===== src/rtl/game_sprite_bounce_ctrl_if.sv =====
// Sprite-control bus between the bounce controller (master) and the sprite block (slave).
// The master drives the load/update strobes and the values to load, and reads back
// the current sprite position.
interface game_sprite_bounce_ctrl_if #(
    parameter int X_WIDTH  = 10,
    parameter int Y_WIDTH  = 10,
    parameter int DX_WIDTH = 2,
    parameter int DY_WIDTH = 2
);
    logic [X_WIDTH-1:0]  sprite_x;
    logic [Y_WIDTH-1:0]  sprite_y;
    logic                sprite_write_xy;
    logic                sprite_write_dxy;
    logic [X_WIDTH-1:0]  sprite_write_x;
    logic [Y_WIDTH-1:0]  sprite_write_y;
    logic [DX_WIDTH-1:0] sprite_write_dx;
    logic [DY_WIDTH-1:0] sprite_write_dy;
    logic                sprite_enable_update;

    modport master (
        input  sprite_x, sprite_y,
        output sprite_write_xy, sprite_write_dxy, sprite_write_x, sprite_write_y,
        output sprite_write_dx, sprite_write_dy, sprite_enable_update
    );

    modport slave (
        output sprite_x, sprite_y,
        input  sprite_write_xy, sprite_write_dxy, sprite_write_x, sprite_write_y,
        input  sprite_write_dx, sprite_write_dy, sprite_enable_update
    );
endinterface


===== src/rtl/game_sprite_bounce_ctrl.sv =====
// Motion controller for one sprite: places it at the start position, loads its speed,
// then steps it once per frame tick and reverses dx/dy when the next step would leave
// the screen. Counts edge bounces (saturating at 255).
// Optional macro GAME_SPRITE_BOTTOM_MISS_EN: a bottom-edge hit relaunches the sprite
// from the start position instead of bouncing.
module game_sprite_bounce_ctrl #(
    parameter int SCREEN_WIDTH  = 640,
    parameter int SCREEN_HEIGHT = 480,
    parameter int SPRITE_WIDTH  = 8,
    parameter int SPRITE_HEIGHT = 8,
    parameter int X_WIDTH       = 10,
    parameter int Y_WIDTH       = 10,
    parameter int DX_WIDTH      = 2,
    parameter int DY_WIDTH      = 2,
    parameter int START_X       = 0,
    parameter int START_Y       = 0,
    parameter int START_DX      = 1,
    parameter int START_DY      = 1,
    parameter int STROBE_WIDTH  = 20,
    parameter int STROBE_PERIOD = 416667
) (
    input  logic                      clk,
    input  logic                      reset,
    input  logic                      launch,
    input  logic                      halt,
    game_sprite_bounce_ctrl_if.master spr,
    output logic                      busy,
    output logic [7:0]                bounce_count
);

    localparam int XW = X_WIDTH + 2;
    localparam int YW = Y_WIDTH + 2;

    localparam logic signed [XW-1:0] SPRITE_W_S = XW'(SPRITE_WIDTH);
    localparam logic signed [XW-1:0] SCREEN_W_S = XW'(SCREEN_WIDTH);
    localparam logic signed [YW-1:0] SPRITE_H_S = YW'(SPRITE_HEIGHT);
    localparam logic signed [YW-1:0] SCREEN_H_S = YW'(SCREEN_HEIGHT);
    localparam logic [STROBE_WIDTH-1:0] TICK_LAST = STROBE_WIDTH'(STROBE_PERIOD - 1);

    typedef enum logic [2:0] {
        IDLE, PLACE, AIM, MOVE, UPDATE, CHECK, BOUNCE
    } state_t;

    state_t                   state_reg, state_next;
    logic [DX_WIDTH-1:0]      dx_reg;
    logic [DY_WIDTH-1:0]      dy_reg;
    logic [7:0]               bounce_count_reg;
    logic [STROBE_WIDTH-1:0]  tick_cnt_reg;
    logic                     tick;

    // Edge detection: look one step ahead with sign-extended, non-truncating arithmetic.
    logic signed [XW-1:0] x_ext, dx_ext, x_lo_sum, x_hi_sum;
    logic signed [YW-1:0] y_ext, dy_ext, y_lo_sum, y_hi_sum;
    logic                 dx_neg, dx_pos, dy_neg, dy_pos, hit_x, hit_y;

    assign x_ext    = {2'b00, spr.sprite_x};
    assign y_ext    = {2'b00, spr.sprite_y};
    assign dx_ext   = {{(XW-DX_WIDTH){dx_reg[DX_WIDTH-1]}}, dx_reg};
    assign dy_ext   = {{(YW-DY_WIDTH){dy_reg[DY_WIDTH-1]}}, dy_reg};
    assign x_lo_sum = x_ext + dx_ext;
    assign y_lo_sum = y_ext + dy_ext;
    assign x_hi_sum = x_ext + SPRITE_W_S + dx_ext;
    assign y_hi_sum = y_ext + SPRITE_H_S + dy_ext;
    assign dx_neg   = dx_reg[DX_WIDTH-1];
    assign dy_neg   = dy_reg[DY_WIDTH-1];
    assign dx_pos   = !dx_neg && (dx_reg != '0);
    assign dy_pos   = !dy_neg && (dy_reg != '0);
    assign hit_x    = (dx_neg && x_lo_sum[XW-1]) || (dx_pos && (x_hi_sum > SCREEN_W_S));
    assign hit_y    = (dy_neg && y_lo_sum[YW-1]) || (dy_pos && (y_hi_sum > SCREEN_H_S));

    assign tick = (tick_cnt_reg == TICK_LAST);

    // Free-running frame-tick counter; ticks seen outside MOVE are simply lost.
    always_ff @(posedge clk or negedge reset) begin
        if (!reset) begin
            tick_cnt_reg <= '0;
        end else if (tick) begin
            tick_cnt_reg <= '0;
        end else begin
            tick_cnt_reg <= tick_cnt_reg + 1'b1;
        end
    end

    // State register.
    always_ff @(posedge clk or negedge reset) begin
        if (!reset) begin
            state_reg <= IDLE;
        end else begin
            state_reg <= state_next;
        end
    end

    // Next-state logic and Moore-decoded strobes; halt overrides every transition.
    always_comb begin
        state_next               = state_reg;
        spr.sprite_write_xy      = 1'b0;
        spr.sprite_write_dxy     = 1'b0;
        spr.sprite_enable_update = 1'b0;
        busy                     = (state_reg != IDLE);
        case (state_reg)
            IDLE:   if (launch) state_next = PLACE;
            PLACE:  begin
                spr.sprite_write_xy = 1'b1;
                state_next          = AIM;
            end
            AIM:    begin
                spr.sprite_write_dxy = 1'b1;
                state_next           = MOVE;
            end
            MOVE:   if (tick) state_next = UPDATE;
            UPDATE: begin
                spr.sprite_enable_update = 1'b1;
                state_next               = CHECK;
            end
            CHECK:  begin
`ifdef GAME_SPRITE_BOTTOM_MISS_EN
                if (dy_pos && hit_y) begin
                    state_next = PLACE;
                end else if (hit_x || hit_y) begin
                    state_next = BOUNCE;
                end else begin
                    state_next = MOVE;
                end
`else
                if (hit_x || hit_y) begin
                    state_next = BOUNCE;
                end else begin
                    state_next = MOVE;
                end
`endif
            end
            BOUNCE: begin
                spr.sprite_write_dxy = 1'b1;
                state_next           = MOVE;
            end
            default: state_next = IDLE;
        endcase
        if (halt && (state_reg != IDLE)) begin
            state_next = IDLE;
        end
    end

    // Speed and bounce counter update on entry to PLACE (restart) or BOUNCE (reflect).
    always_ff @(posedge clk or negedge reset) begin
        if (!reset) begin
            dx_reg           <= DX_WIDTH'(START_DX);
            dy_reg           <= DY_WIDTH'(START_DY);
            bounce_count_reg <= '0;
        end else if (state_next == PLACE) begin
            dx_reg           <= DX_WIDTH'(START_DX);
            dy_reg           <= DY_WIDTH'(START_DY);
            bounce_count_reg <= '0;
        end else if (state_next == BOUNCE) begin
            if (hit_x) dx_reg <= -dx_reg;
            if (hit_y) dy_reg <= -dy_reg;
            if (bounce_count_reg != 8'hFF) begin
                bounce_count_reg <= bounce_count_reg + 8'd1;
            end
        end
    end

    assign spr.sprite_write_x  = X_WIDTH'(START_X);
    assign spr.sprite_write_y  = Y_WIDTH'(START_Y);
    assign spr.sprite_write_dx = dx_reg;
    assign spr.sprite_write_dy = dy_reg;
    assign bounce_count        = bounce_count_reg;

endmodule


===== src/flat_wrapper.sv =====
// flat-port wrapper written by rule: the top's interface ports become plain ports
module game_sprite_bounce_ctrl_flat 
#(
    parameter int SCREEN_WIDTH  = 640,
    parameter int SCREEN_HEIGHT = 480,
    parameter int SPRITE_WIDTH  = 8,
    parameter int SPRITE_HEIGHT = 8,
    parameter int X_WIDTH       = 10,
    parameter int Y_WIDTH       = 10,
    parameter int DX_WIDTH      = 2,
    parameter int DY_WIDTH      = 2,
    parameter int START_X       = 0,
    parameter int START_Y       = 0,
    parameter int START_DX      = 1,
    parameter int START_DY      = 1,
    parameter int STROBE_WIDTH  = 20,
    parameter int STROBE_PERIOD = 416667
)
  (clk, reset, launch, halt, busy, bounce_count, spr_sprite_x, spr_sprite_y, spr_sprite_write_xy, spr_sprite_write_dxy, spr_sprite_write_x, spr_sprite_write_y, spr_sprite_write_dx, spr_sprite_write_dy, spr_sprite_enable_update);
  game_sprite_bounce_ctrl_if #(.X_WIDTH(X_WIDTH), .Y_WIDTH(Y_WIDTH), .DX_WIDTH(DX_WIDTH), .DY_WIDTH(DY_WIDTH)) spr_i ();
  input  logic clk;
  input  logic reset;
  input  logic launch;
  input  logic halt;
  output logic busy;
  output logic [7:0] bounce_count;
  input wire logic [$bits(spr_i.sprite_x)-1:0] spr_sprite_x;
  input wire logic [$bits(spr_i.sprite_y)-1:0] spr_sprite_y;
  output wire logic [$bits(spr_i.sprite_write_xy)-1:0] spr_sprite_write_xy;
  output wire logic [$bits(spr_i.sprite_write_dxy)-1:0] spr_sprite_write_dxy;
  output wire logic [$bits(spr_i.sprite_write_x)-1:0] spr_sprite_write_x;
  output wire logic [$bits(spr_i.sprite_write_y)-1:0] spr_sprite_write_y;
  output wire logic [$bits(spr_i.sprite_write_dx)-1:0] spr_sprite_write_dx;
  output wire logic [$bits(spr_i.sprite_write_dy)-1:0] spr_sprite_write_dy;
  output wire logic [$bits(spr_i.sprite_enable_update)-1:0] spr_sprite_enable_update;
  assign spr_i.sprite_x = spr_sprite_x;
  assign spr_i.sprite_y = spr_sprite_y;
  assign spr_sprite_write_xy = spr_i.sprite_write_xy;
  assign spr_sprite_write_dxy = spr_i.sprite_write_dxy;
  assign spr_sprite_write_x = spr_i.sprite_write_x;
  assign spr_sprite_write_y = spr_i.sprite_write_y;
  assign spr_sprite_write_dx = spr_i.sprite_write_dx;
  assign spr_sprite_write_dy = spr_i.sprite_write_dy;
  assign spr_sprite_enable_update = spr_i.sprite_enable_update;
  game_sprite_bounce_ctrl #(.SCREEN_WIDTH(SCREEN_WIDTH), .SCREEN_HEIGHT(SCREEN_HEIGHT), .SPRITE_WIDTH(SPRITE_WIDTH), .SPRITE_HEIGHT(SPRITE_HEIGHT), .X_WIDTH(X_WIDTH), .Y_WIDTH(Y_WIDTH), .DX_WIDTH(DX_WIDTH), .DY_WIDTH(DY_WIDTH), .START_X(START_X), .START_Y(START_Y), .START_DX(START_DX), .START_DY(START_DY), .STROBE_WIDTH(STROBE_WIDTH), .STROBE_PERIOD(STROBE_PERIOD)) u_core (.clk(clk), .reset(reset), .launch(launch), .halt(halt), .spr(spr_i), .busy(busy), .bounce_count(bounce_count));
endmodule

===== config.mk =====
export PLATFORM = sky130hd
export DESIGN_NAME = game_sprite_bounce_ctrl_flat
export DESIGN_NICKNAME = d
export VERILOG_FILES = /design/src/rtl/game_sprite_bounce_ctrl_if.sv /design/src/rtl/game_sprite_bounce_ctrl.sv /design/src/flat_wrapper.sv
export SDC_FILE = /design/constraint.sdc
export NUM_CORES = 1
export LEC_CHECK = 0
export CORE_AREA = 2 2 92 94
export CTS_CLUSTER_DIAMETER = 50
export DETAILED_ROUTE_END_ITERATION = 12
export DIE_AREA = 0 0 94 96
export GPL_TIMING_DRIVEN = 0
export MAX_ROUTING_LAYER = met4
export PLACE_DENSITY = 0.74
export SLEW_MARGIN = 20
export SYNTH_ARGS = -nofsm -noshare
export SYNTH_HDL_FRONTEND = slang
export SYNTH_SLANG_ARGS = --single-unit

===== constraint.sdc =====
create_clock -name clk -period 3.6 [get_ports clk]
set_clock_uncertainty 0.2 [all_clocks]
set_input_delay 0.72 -clock clk [delete_from_list [all_inputs] [get_ports clk]]
set_output_delay 0.72 -clock clk [all_outputs]
set_load 0.05 [all_outputs]

==> results.yml <==
status:
  status: "complete, no violations"
die:
  dieArea_mm2: 0.009024
  core_area_mm2: 0.008051
  start_util: 0.4301
  die_w_um: 94
  io_pins: 60
  die_h_um: 96
  row_count: 33
timing:
  drv_slew: 0
  worst_pin_slew_ns: 0.5957
  hold_viol: 0
  period_share: 0.9712
  finalWorstSetupSlack_ns: 0.1037
  min_period_ns: 3.496
  max_freq_ghz: 0.2860
  finalSetupTns_ns: 0
  whs_ns: 0.1403
  setup_viol: 0
  slew_headroom: 0.5998
setup_path:
  setup.worst_path.end: "u_core.bounce_count[7]"
  rr_startpoint: "u_core.spr.sprite_write_dx[1]"
  path_class: "in2reg"
  worstSetupStartpoint: "spr_sprite_x[4]"
  worstPathRequired_ns: 3.59
  critPathMaxFanout: 5
  critPathArrivalTime_ns: 3.48
  rrSetupSlack_ns: 0.21
  ff2ff_path_depth: 11
  critPathLaunchType: "primary input"
  r2r-end: "u_core.bounce_count[4]"
  cp-end-kind: "flop"
power_and_ir_drop:
  leakagePower_nw: 2.094
  ir_drop_uv: 145.5
  powerDensity_mw_per_mm2: 222.2
  power_w: 0.0009997
global_routing:
  grt_first_pass_wirelength_um: 13340
  antenna_found_initial: 0
  grt_usage: 0.1868
  grt_pass1_vias: 3128
  grt-ovfl-total: 0
  grt_max_degree: 23
drt:
  drc_errors: 0
  drtIter0Drc: 118
  vias: 3187
  postRouteAntennaNets: 0
  drtPass1Iterations: 4
  via_per_inst: 5.365
  wl_um: 8135
  wire_per_inst_um: 13.70
synth:
  synthTopCellsByArea: "dfrtp_1, ha_1, xor2_1"
  syn_inst: 407
  yosysTopAreaCellShare: 0.2384
  ys_seq_area_frac: 0.2536
  avgSynthCellArea_um2: 8.509
  yosysTopAreaCell: "dfrtp_1"
  async_flop_share: 1.000
  synth_area_mm2: 0.003463
  yosys_warnings: 0
  synth_seq_cells: 35
  synth_edf_count: 0
  synth_cell_types: 62
  synth_ff_type: "dfrtp_1"
clocking:
  htree_levels: 2
  cts_tree: "yes"
  ctsLongestPathBuffers: 2
  postCtsHoldBufs: 0
  cts_root_buffer: "clkbuf_8"
  numClockSinks: 35
  clk_latency_ns: 0.29
  cts_buffers: 5
  clkTransAtPathRegs_ns: 0.07
place:
  dp_hpwl_um: 5849
  dpl_cell_area_mm2: 0.004085
  place_congestion: 0.9073
  port-buffer-count: 39
  dp_slack_ns: -0.8611
layout:
  syn_to_final_growth_pct: 29.91
  layout-drive-gt1-share: 0.2106
  n_fill_cell: 732
  final_net_count: 558
  final_area_mm2: 0.004499
  antenna_cells: 0
  largest_reg_flops: 20
run:
  cap_violations: 0
min_path:
  min-delay-path-class: "in2async"
-- worst max-delay path, stage by stage --
cell and delay [ns]:
clkbuf_2 0.15, and3_1 0.21, nand3_4 0.11, xnor2_4 0.22
ha_4 0.25, a21oi_4 0.16, mux2i_1 0.26, o31ai_2 0.11
nor4_2 0.34, o311a_1 0.28, o311ai_4 0.12, nand3_2 0.12
buf_6 0.13, a31oi_1 0.08, a31o_2 0.22
-- worst min-delay path by stage --
stage	endpoint	slack, ns	cells after the start
after CTS	u_core.tick_cnt_reg[18]	0.15	1
after global routing	u_core.tick_cnt_reg[18]	0.16	1
final	u_core.tick_cnt_reg[19]	0.14	1
after floorplan	u_core.bounce_count[0]	0.22	0
after detailed placement	u_core.tick_cnt_reg[19]	0.26	1
after global placement	u_core.tick_cnt_reg[19]	0.26	1
-- per-stage QoR --
step	instances	util
2_1_floorplan	426	-
3_3_place_gp	570	0.5046
3_5_place_dp	571	0.5074
4_1_cts	586	0.5347
5_1_grt	594	0.5588
6_report	594	0.5588
-- synth_stat cells (2+ instances only) --
cell type,instances
a2111oi_0,2
a21o_1,9
a21oi_1,23
a221oi_1,2
a31oi_1,4
and2_1,2
and3_1,9
buf_4,20
clkbuf_1,3
dfrtp_1,33
dfstp_2,2
fa_1,2
ha_1,44
inv_1,16
mux2i_1,6
nand2_1,35
nand2b_1,4
nand3_1,25
nand4_1,11
nand4b_1,2
nor2_1,42
nor3_1,7
nor4_1,5
nor4b_1,2
o21a_1,3
o21ai_0,13
o221ai_1,2
o22ai_1,2
o311ai_0,2
or3_1,3
xnor2_1,19
xor2_1,23
-- what timing repair did --
| item | in CTS | in global routing |
|---|---|---|
| hold endpoints to repair | 0 | 0 |
| gates cloned | 1 | 0 |
| pin swaps | 17 | 26 |
| endpoints found under the setup margin | 12 | 12 |
| gates resized for setup | 45 | 45 |
| setup buffers | 8 | 8 |
-- logic make-up (layout without fill, tap and decap cells) --
family,count (synthesis),in the layout,share of synthesized area
compound gates,82,82,0.1637
xor+xnor,42,42,0.1062
fa+ha+maj,46,46,0.1705
buf+inv,40,103,0.06720
flops,35,35,0.2536
mux,6,6,0.01734
other cells,1,20,0.001083
simple gates,155,155,0.2204
-- cell usage in the layout, fill, tap and decap left out, drive strengths merged, types with 6 or more instances in the layout --
cell and count:
xnor2 19, nand4 11, o21ai 14, clkbuf 16
xor2 23, nand2 35, and3 9, buf 41
clkdlybuf4s50 24, mux2i 6, dfrtp 33, nor3 7
ha 44, a21oi 24, inv 16, nand3 26
conb 20, a21o 10, nor2 42
-- cell type report --
type | count | area [µm²] | area share
clock inverters | 1 | 5.005 | 0.001112
flip-flops and latches | 35 | 880.8 | 0.1958
well taps | 105 | 131.4 | 0.02920
plain buffers | 22 | 165.2 | 0.03671
inverters | 16 | 60.06 | 0.01335
clock buffers | 7 | 76.32 | 0.01696
repair buffers | 57 | 511.7 | 0.1137
multi-input cells | 351 | 2669 | 0.5932
-- per-layer routing --
metal  routed length, µm  track usage  vias up
li1                    -            -     1598
met1                3627       0.2252     1484
met2                3953       0.3137       81
met3                 335      0.03054       24
met4                 218      0.07488        0
met5                   0            -        -
-- power breakdown --
group | leakage (nW) | switching (W) | internal, W
Combinational | 1.59 | 0.000194 | 0.000130
Clock | 0.0422 | 0.000137 | 0.000136
Sequential | 0.462 | 0.00000666 | 0.000397
Total | 2.09 | 0.000337 | 0.000662
No activity file was read; power rests on OpenSTA's default activity.
